[config.mk]
export PLATFORM = sky130hd
export DESIGN_NAME = rename_unit
export DESIGN_NICKNAME = d
export VERILOG_FILES = /design/src/rtl/rename_unit.sv
export SDC_FILE = /design/constraint.sdc
export NUM_CORES = 1
export LEC_CHECK = 0
export CORE_MARGIN = 8
export CORE_UTILIZATION = 63
export CTS_CLUSTER_DIAMETER = 200
export CTS_CLUSTER_SIZE = 30
export DETAILED_ROUTE_END_ITERATION = 10
export HOLD_SLACK_MARGIN = 0.05
export PLACE_DENSITY = 0.92
export SYNTH_ARGS = -nofsm -noshare
export SYNTH_HDL_FRONTEND = slang
export SYNTH_SLANG_ARGS = --single-unit
[constraint.sdc]
create_clock -name clk -period 2.7 [get_ports clk]
set_input_delay 0.27 -clock clk [delete_from_list [all_inputs] [get_ports clk]]
set_output_delay 0.27 -clock clk [all_outputs]
set_load 0.005 [all_outputs]
[src/rtl/rename_unit.sv]
// Register alias table: maps architectural GPR/FPR registers to the ROB entry
// holding their newest pending value, translating decode operands combinationally.
module rename_unit #(
  parameter int unsigned ROB_DEPTH = 32,
  localparam int unsigned ROB = (ROB_DEPTH > 1) ? $clog2(ROB_DEPTH) : 1
) (
  input  logic           clk,
  input  logic           reset_,
  input  logic           flush_,
  input  logic           dec_e_,
  input  logic           dec_invalid,
  input  logic [6:0]     dec_rd,
  input  logic [6:0]     dec_rs1,
  input  logic [6:0]     dec_rs2,
  input  logic [ROB-1:0] dec_rob_id,
  output logic [6:0]     ren_rs1,
  output logic [6:0]     ren_rs2,
  output logic [6:0]     ren_rd,
  input  logic           commit_e_,
  input  logic [ROB-1:0] com_rob_id
);

  localparam int unsigned ADDR_W = 5;
  localparam int unsigned REG_W  = 7;
  localparam int unsigned IDX_W  = 6;
  localparam int unsigned N_ENT  = 64;

  localparam logic [1:0] TYPE_GPR = 2'd1;
  localparam logic [1:0] TYPE_FPR = 2'd2;
  localparam logic [1:0] TYPE_ROB = 2'd3;

  logic [N_ENT-1:0] valid_q;
  logic [ROB-1:0]   tag_q [N_ENT];

  logic [IDX_W-1:0] rs1_idx;
  logic [IDX_W-1:0] rs2_idx;
  logic [IDX_W-1:0] rd_idx;
  logic             rename_en;
  logic [N_ENT-1:0] commit_hit;

  // Only non-zero GPRs and all FPRs live in the map.
  function automatic logic renamable(input logic [REG_W-1:0] r);
    return ((r[6:5] == TYPE_GPR) && (r[4:0] != '0)) || (r[6:5] == TYPE_FPR);
  endfunction

  // FPR bank occupies the upper half of the table.
  function automatic logic [IDX_W-1:0] map_idx(input logic [REG_W-1:0] r);
    return {(r[6:5] == TYPE_FPR), r[4:0]};
  endfunction

  // Operand translation against the pre-edge map; no bypass of the current rd.
  always_comb begin
    rs1_idx = map_idx(dec_rs1);
    rs2_idx = map_idx(dec_rs2);
    rd_idx  = map_idx(dec_rd);
    ren_rs1 = dec_rs1;
    ren_rs2 = dec_rs2;
    ren_rd  = dec_rd;
    if (renamable(dec_rs1) && valid_q[rs1_idx]) begin
      ren_rs1 = {TYPE_ROB, ADDR_W'(tag_q[rs1_idx])};
    end
    if (renamable(dec_rs2) && valid_q[rs2_idx]) begin
      ren_rs2 = {TYPE_ROB, ADDR_W'(tag_q[rs2_idx])};
    end
    if (renamable(dec_rd)) begin
      ren_rd = {TYPE_ROB, ADDR_W'(dec_rob_id)};
    end
  end

  // Update strobes: new allocation and entries released by the committing id.
  always_comb begin
    rename_en  = !dec_e_ && !dec_invalid && renamable(dec_rd);
    commit_hit = '0;
    for (int i = 0; i < int'(N_ENT); i++) begin
      commit_hit[i] = !commit_e_ && valid_q[i] && (tag_q[i] == com_rob_id);
    end
  end

  // Flush beats rename and commit; rename beats commit on the same entry.
  always_ff @(posedge clk or negedge reset_) begin
    if (!reset_) begin
      valid_q <= '0;
      for (int i = 0; i < int'(N_ENT); i++) begin
        tag_q[i] <= '0;
      end
    end else if (!flush_) begin
      valid_q <= '0;
    end else begin
      for (int i = 0; i < int'(N_ENT); i++) begin
        if (commit_hit[i]) begin
          valid_q[i] <= 1'b0;
        end
      end
      if (rename_en) begin
        valid_q[rd_idx] <= 1'b1;
        tag_q[rd_idx]   <= dec_rob_id;
      end
    end
  end

endmodule

# [Yosys cells after proc, flatten, opt, wreduce, memory -nomap -nowiden]
# Cells that the tools add are included.
[classes] order_cmp=8 reduce_logical=147 bitwise_logic=4 eq_ne=70 n_mux=148
[ops] op="$bwmux W320" count=1
[ops] op="$eq A5 B5 Y1" count=64
[ops] op="$logic_and A1 B1 Y1" count=137
[ops] op="$mux W1" count=131
[ops] op="$mux W64" count=2
[ops] op="$or A64 B64 Y64" count=1
[ops] op="$bmux W5 S6" count=2
[ops] op="$demux W5 S6" count=1
[ops] op="$mux W5" count=5
[ops] op="$ge A7 B7 Y1 const B" count=3
[ops] op="$lt A6 B7 Y1 const B" count=3
[ops] op="$mux W7" count=3
[ops] op="$not A6 Y7" count=3
[ops] op="$reduce_bool A5 Y1" count=3
[ops] op="$bmux W1 S6" count=2
[ops] op="$lt A7 B1 Y1 const B" count=1
[ops] op="$demux W1 S6" count=1
[ops] op="$eq A2 B1 Y1 const B" count=3
[ops] op="$eq A2 B2 Y1 const B" count=3
[ops] op="$ge A6 B1 Y1 const B" count=1
[ops] op="$logic_not A1 Y1" count=3
[ops] op="$logic_or A1 B1 Y1" count=3
[ops] op="$reduce_and A2 Y1" count=1
[word_totals] wordCells=442 regBits=384 inputBits=37

# [Depth between registers and ports, before layout]
# Gate-level depths: netlist of the first run.
[logic_depth] ltp_word=8 mapped_depth=11 mapped_depth_nobuf=6

# [Worst setup path after synthesis of the first run]
# No wires, ideal clock.
[synth_path] kind="input port to output port" start="input port dec_rs1[2]" end="output port ren_rs1[0]" setup_slack_ps=162 required_ps=2430 arrival_ps=2268 n_path_buf=4 stages=9 cell_sequence="buf_6 buf_2 buf_2 buf_2 mux4_2 a22oi_1 a21oi_1 o31a_1 mux2_2"
[synth_between] elab_chain_cells=5
[synth_lines] element="start: declaration" line_no="13" source="input logic [6:0] dec_rs1,"
[synth_lines] element="$not A6 Y7 (implied by the code) / $reduce_bool A5 Y1 (equally long branches)" line_no="60, 43"
[synth_lines] element="$bmux W5 S6 / $logic_and A1 B1 Y1 (equally long branches)" line_no="60, 43"
[synth_lines] element="$mux W5 (implied by the code) / $logic_or A1 B1 Y1 (equally long branches)" line_no="60, 43"
[synth_lines] element="$mux W5 (implied by the code) / $logic_and A1 B1 Y1 (equally long branches)" line_no="60, 59"
[synth_lines] element="$mux W7 (*)" line_no="59" source="if (renamable(dec_rs1) && valid_q[rs1_idx]) begin"
[synth_lines] element="end: declaration" line_no="16" source="output logic [6:0] ren_rs1,"
# Every way passes the cells marked *; elsewhere a longest branch is shown, timed or not. The select of a mux whose other input is x is not followed.

# [Final worst setup path of the first run]
[layout_path] start="register valid_q[61]" end="output port ren_rs1[0]"
[layout_between] elab_chain_cells=4
[layout_lines] element="start: declaration" line_no="32" source="logic [N_ENT-1:0] valid_q;"
[layout_lines] element="start signal: assignment" line_no="82" source="valid_q <= '0;"
[layout_lines] element="start signal: assignment" line_no="87" source="valid_q <= '0;"
[layout_lines] element="start signal: indexed assignment" line_no="91" source="valid_q[i] <= 1'b0;"
[layout_lines] element="$bmux W1 S6" line_no="59"
[layout_lines] element="$mux W1 (implied by the code)" line_no="59"
[layout_lines] element="$logic_and A1 B1 Y1" line_no="59"
[layout_lines] element="$mux W7" line_no="59"
# Every way passes these cells. The select of a mux whose other input is x is not followed.

==> flow_summary.yaml, run 1 <==
run_status:
  status: "complete, but fails checks"
  violations: "negative setup slack"
synth:
  async_flop_share: 1.00
  synth_edf_count: 0
  ys.warnings.count: 0
  synth_ff_type: "dfrtp_1"
  synthDistinctLibCells: 54
  synth-seq-area-share: 0.389
  synth-seq-cells: 384
  synth_top_area_cell: "dfrtp_1"
  yosys-top-cells-area: "dfrtp_1 (39%), mux2_2 (15%), mux4_2 (14%), xnor2_1 (9.1%), mux2i_1 (3.8%)"
  syn_area_sq_um: 24700
  syn_nets: 2028
  syn_inst: 1991
  syn_avg_cell_area_sq_um: 12.4
  synth.top_cell.area_share: 0.389
global_route:
  grt.total_usage: 0.377
  grt_max_degree: 94
  antenna_found_initial: 7
  grt_pass1_vias: 21100
  grt_pass1_wl_um: 134000
  grt-ovfl-total: 0
cells_and_area:
  layout_commonest_cell: "dfrtp_1"
  post-route-util: 0.745
  area_growth_pct: 16.6
  final_cell_mix: "dfrtp_1 (383), buf_4 (338), mux2_2 (320), xnor2_1 (256), mux4_2 (153)"
  post_route_cells_drive_above_1_share: 0.411
  final_nets: 2295
die:
  ios: 58
  fp.dieW_um: 214
  num_rows: 72
  start_util: 0.639
  dieArea_sq_um: 45800
  coreArea_sq_um: 38600
  die_h_um: 214
timing:
  report.final.slew_viol_count: 0
  fmax_mhz: 300
  worst_pin_slew_ns: 0.976
  fin_crit_ns: 3.33
  fin_skew_ns: 0.0350
  setup_violations: 14
  finalSetupTns_ns: -7.41
  slew_headroom: 0.350
  period_share: 1.23
  finalHoldWorstSlack_ns: 0.325
  finalHoldViolations: 0
  setup_ws_ns: -0.632
  rsz0062_at_grt: "true"
critical_path:
  crit_buf_inv: 2
  worstSetupPathType: "flip-flop to primary output"
  critical-path-slowest-cell: "mux4_2"
  max_stage_delay_ns: 0.56
  cp-start-kind: "flip-flop"
  worstPathRequired_ns: 2.43
  path_max_fanout: 4
  critPathArrivalTime_ns: 3.06
  crit_chain: "mux4_2 -> mux4_2 -> nand3_2 -> nand2_2 -> nor3_4 -> buf_6 -> mux2_4 -> buf_6"
  worstSetupEndpointType: "primary output"
  critPathTopFamily: "multiplexers"
route:
  post_drt_via_cell_ratio: 7.45
  vias: 20700
  ant_nets: 0
  drc_errors: 0
  wirelength_um: 88400
  dr.first_iter.drc_count: 3271
  drt_first_pass_iters: 6
  wire_per_inst_um: 31.8
clocking:
  cts.clk_slew.worst_paths_ns: 0.13
  numCtsBuffers: 16
  clk_path_buf_depth: 3
  ctsHtreeMaxLevel: 1
  clkLatencyLatePin_ns: 0.57
  tritoncts: "yes"
  cts.sinks: 384
  root_buffer: "clkbuf_16"
placement:
  gp_congestion: 1.12
  dpl.hpwl_um: 62200
  dp_slack_ns: -0.595
  port-buffer-count: 57
power_and_ir_drop:
  power_w: 0.0113
  vdd_drop_max_v: 0.000602
  cellPowerDensity_nw_per_um2: 394
  p_leak_nw: 12.8
run:
  cap_viol_max_count: 0
min_path:
  hp-class: "primary input to async pin"
sequential cells by signal, summed over array words and instances (netlist names):
register	cells
tag_q	320
valid_q	64
kinds of logic (layout without fill, tap and decap cells):
| group | after synthesis | count (layout) | share of synthesized area |
|---|---|---|---|
| AND/OR/NAND/NOR | 285 | 285 | 0.0614 |
| other | 0 | 3 | 0 |
| buffers and inverters | 179 | 446 | 0.0330 |
| AO/OA/AOI/OAI | 245 | 245 | 0.0732 |
| multiplexers | 578 | 578 | 0.329 |
| XOR/XNOR | 320 | 320 | 0.114 |
| flip-flops | 384 | 384 | 0.389 |
per-layer routing:
| layer | vias up | share of wire | routed length, um | GRT usage |
|---|---|---|---|---|
| li1 | 8029 | - | - | - |
| met1 | 10200 | 0.34 | 30100 | 0.466 |
| met2 | 1907 | 0.43 | 38100 | 0.553 |
| met3 | 548 | 0.15 | 13300 | 0.149 |
| met4 | 10 | 0.076 | 6700 | 0.223 |
| met5 | - | 0.0017 | 147 | 0.0107 |
timing repair:
| item | CTS | global route |
|---|---|---|
| endpoints found under the hold margin | 80 | 0 |
| cloned | 0 | 0 |
| pin swaps | 11 | 6 |
| hold buffers | 1 | 0 |
| endpoints found under the setup margin | 14 | 19 |
| buffers inserted | 5 | 2 |
| resized for setup | 96 | 5 |
layout make-up:
| class | count | area [sq um] |
|---|---|---|
| inverters | 4 | 15.0 |
| well taps | 518 | 648 |
| fillers | 2349 | 9870 |
| repair buffers | 424 | 3680 |
| clock buffers | 17 | 425 |
| multi-input cells | 1428 | 14400 |
| flip-flops and latches | 384 | 9610 |
| diodes | 3 | 7.51 |
| clock inverters | 1 | 8.76 |
synthesized netlist by cell type (3+ instances only):
| cell type | instances |
|---|---|
| dfrtp_1 | 384 |
| mux2_2 | 330 |
| xnor2_1 | 256 |
| mux4_2 | 152 |
| mux2i_1 | 94 |
| clkbuf_1 | 92 |
| nand2_1 | 77 |
| o311ai_0 | 73 |
| nand4_1 | 65 |
| xor2_1 | 64 |
| o21ai_0 | 40 |
| o22ai_1 | 40 |
| nor2_1 | 39 |
| buf_2 | 37 |
| buf_1 | 27 |
| nor3_1 | 26 |
| nor2b_1 | 24 |
| a22o_1 | 20 |
| a22oi_1 | 20 |
| a211oi_1 | 16 |
| buf_4 | 13 |
| nand2b_1 | 13 |
| a21oi_1 | 10 |
| o31a_1 | 8 |
| nand3_1 | 6 |
| or2_2 | 6 |
| and2_1 | 5 |
| a31oi_1 | 4 |
| buf_6 | 4 |
| inv_1 | 4 |
| nand3b_1 | 4 |
| and3b_1 | 3 |
| or3_1 | 3 |
through the flow:
| step | area, sq um | instances |
|---|---|---|
| floorplan | 24700 | 1991 |
| global placement | 28100 | 2753 |
| detailed placement | 28100 | 2753 |
| CTS | 28700 | 2776 |
| global route | 28800 | 2776 |
| finish | 28800 | 2779 |
power by group:
part / total (W) / switching [W] / internal (W)
Combinational: 0.00223 / 0.00124 / 0.000985
Sequential: 0.00603 / 0.000159 / 0.00588
Clock: 0.00309 / 0.00194 / 0.00115
final timing paths:
kind | start | to | slack (ns) | cells past startpoint
min | reset_ | tag_q[265]$_DFFE_PN0P_ | 0.32 | 2
min reg2reg | tag_q[315]$_DFFE_PN0P_ | tag_q[315]$_DFFE_PN0P_ | 0.46 | 0
max reg2reg | tag_q[35]$_DFFE_PN0P_ | valid_q[56]$_DFF_PN0_ | 1.02 | 5
max in group asynchronous | reset_ | tag_q[229]$_DFFE_PN0P_ | 1.52 | 3
min in group clk | com_rob_id[1] | valid_q[29]$_DFF_PN0_ | 0.39 | 4
max | valid_q[61]$_DFF_PN0_ | ren_rs1[0] | -0.63 | 8
No activity file was read; power rests on OpenSTA's default activity.
==> inputs of run 2 (changes only) <==
Settings changed: PLACE_DENSITY 0.92 to 0.86.
==> run 2 against run 1 <==
Compared with the run above:
- the run still ends with negative setup slack left
- combinational power about the same
- design area increased by 0.73%
- setup slack got worse by 0.025 ns
- clock skew decreased by 0.013 ns
- worst hold slack got worse by 0.15 ns
- die area unchanged
- sequential cell count unchanged
- critical path depth unchanged
- critical path type unchanged
==> flow_summary.yaml, run 2 (synthesis gave the netlist of run 1 again) <==
run_status:
  status: "complete, but fails checks"
  violations: "negative setup slack"
cells_and_area:
  post-route-util: 0.750
  final_area_sq_um: 29000
  post_route_cells_drive_above_1_share: 0.415
  final_nets: 2308
  layout_commonest_cell: "dfrtp_1"
  top_register: "tag_q"
  area_growth_pct: 17.4
  largest_reg_flops: 320
  reg_top3: "tag_q (320), valid_q (64)"
  final_cell_mix: "dfrtp_1 (382), buf_4 (343), mux2_2 (320), xnor2_1 (256), mux4_2 (154)"
timing:
  rsz0062_at_grt: "true"
  finalHoldViolations: 0
  setup_ws_ns: -0.657
  fmax_mhz: 298
  fin_crit_ns: 3.36
  fin_skew_ns: 0.0223
  setup_violations: 14
  report.final.slew_viol_count: 0
  period_share: 1.24
  slew_headroom: 0.375
  worst_pin_slew_ns: 0.938
clocking:
  clk_path_buf_depth: 3
  clkLatencyLatePin_ns: 0.56
  ctsHtreeMaxLevel: 1
  numCtsBuffers: 16
  tritoncts: "yes"
  cts.clk_slew.worst_paths_ns: 0.12
  cts.sinks: 384
  root_buffer: "clkbuf_16"
power_and_ir_drop:
  cellPowerDensity_nw_per_um2: 390
  vdd_drop_max_v: 0.000551
  p_leak_nw: 12.9
die:
  num_rows: 72
  ios: 58
  start_util: 0.639
  dieArea_sq_um: 45800
  fp.dieW_um: 214
  die_h_um: 214
  coreArea_sq_um: 38600
critical_path:
  crit_buf_inv: 2
  critPathTopFamily: "multiplexers"
  worstPathRequired_ns: 2.43
  critical-path-slowest-cell: "mux4_2"
  worst_path_most_repeated_cell: "mux4_2"
  path_max_fanout: 5
  critPathArrivalTime_ns: 3.09
  worstSetupEndpointType: "primary output"
  crit_chain: "mux4_2 -> mux4_2 -> nand3_2 -> nand2_4 -> nor3_4 -> buf_12 -> mux2_4 -> buf_6"
  cp-start-kind: "flip-flop"
  max_stage_delay_ns: 0.53
  worstSetupPathType: "flip-flop to primary output"
route:
  dr.first_iter.drc_count: 2974
  vias: 20500
  wire_per_inst_um: 30.7
  wirelength_um: 85700
  post_drt_via_cell_ratio: 7.34
  drc_errors: 0
  ant_nets: 0
  drt_first_pass_iters: 8
placement:
  gp_congestion: 1.08
  dpl.hpwl_um: 60900
  placedInstanceArea_sq_um: 28300
  port-buffer-count: 57
global_route:
  grt_pass1_vias: 20900
  grt_max_degree: 84
  grt-ovfl-total: 0
  grt.total_usage: 0.366
  grt_pass1_wl_um: 130000
  antenna_found_initial: 6
min_path:
  hp-class: "primary input to flip-flop"
run:
  cap_viol_max_count: 0
-- run 2: changes by cell type in the layout (fill, tap and decap cells not counted), sizes merged --
cell and change:
buf +13, diode -2
-- run 2: repair_timing --
action                     4_1_cts  5_1_grt
gates resized for setup        101        5
hold buffers                     1        0
buffers inserted                11        1
hold endpoints to repair        53        0
setup endpoints to repair       14       14
pin swaps                       10        2
-- run 2: routing by layer --
metal,vias to the layer above,track usage,share of wire
li1,8045,-,-
met1,10300,0.468,0.35
met2,1720,0.559,0.44
met3,409,0.116,0.14
met4,10,0.182,0.063
met5,-,0,0.00077
-- run 2: through the flow --
step / total power, W / setup WS (ns) / instances / hold slack [ns] / TNS (ns)
CTS: 0.0112 / -0.653 / 2789 / 0.178 / -7.02
global route: 0.0115 / -0.690 / 2790 / 0.198 / -7.95
detailed placement: 0.00825 / -0.688 / 2761 / 0.281 / -7.68
finish: 0.0113 / -0.657 / 2790 / 0.176 / -7.54
global placement: 0.00818 / -0.675 / 2761 / 0.265 / -7.43
floorplan: 0.00724 / 0.162 / 1991 / -0.0256 / 0
-- run 2: worst register-to-register path: cells and delay by family (launching register included) --
family | cells | cell delay (ns)
flip-flops | 1 | 0.41
XOR/XNOR | 1 | 0.13
buffers and inverters | 2 | 0.27
AND/OR/NAND/NOR | 1 | 0.12
AO/OA/AOI/OAI | 2 | 0.56
-- run 2: final timing paths --
path | from | endpoint | slack [ns] | depth (start not counted)
worst max-delay path | valid_q[47]$_DFF_PN0_ | ren_rs2[4] | -0.66 | 8
worst min-delay path | dec_rob_id[2] | tag_q[277]$_DFFE_PN0P_ | 0.18 | 2
worst max register to register | tag_q[28]$_DFFE_PN0P_ | valid_q[58]$_DFF_PN0_ | 1.09 | 6
worst min register to register | tag_q[318]$_DFFE_PN0P_ | tag_q[318]$_DFFE_PN0P_ | 0.46 | 0
max in group asynchronous | reset_ | tag_q[20]$_DFFE_PN0P_ | 1.55 | 3
min in group asynchronous | reset_ | tag_q[201]$_DFFE_PN0P_ | 0.28 | 2
-- run 2: power breakdown --
part | switching (W) | total [W] | internal (W) | leakage (nW)
clock | 0.00189 | 0.00304 | 0.00115 | 0.214
combinational | 0.00122 | 0.00222 | 0.000994 | 7.36
sequential | 0.000155 | 0.00603 | 0.00588 | 5.33
total | 0.00327 | 0.0113 | 0.00802 | 12.9
-- run 2: cell type report --
class,count,area (sq um)
multi-input cells,1428,14400
clock buffers,17,425
well taps,518,648
repair buffers,437,3880
inverters,4,15.0
fillers,2422,9660
diodes,1,2.50
clock inverters,1,8.76
flip-flops and latches,384,9610
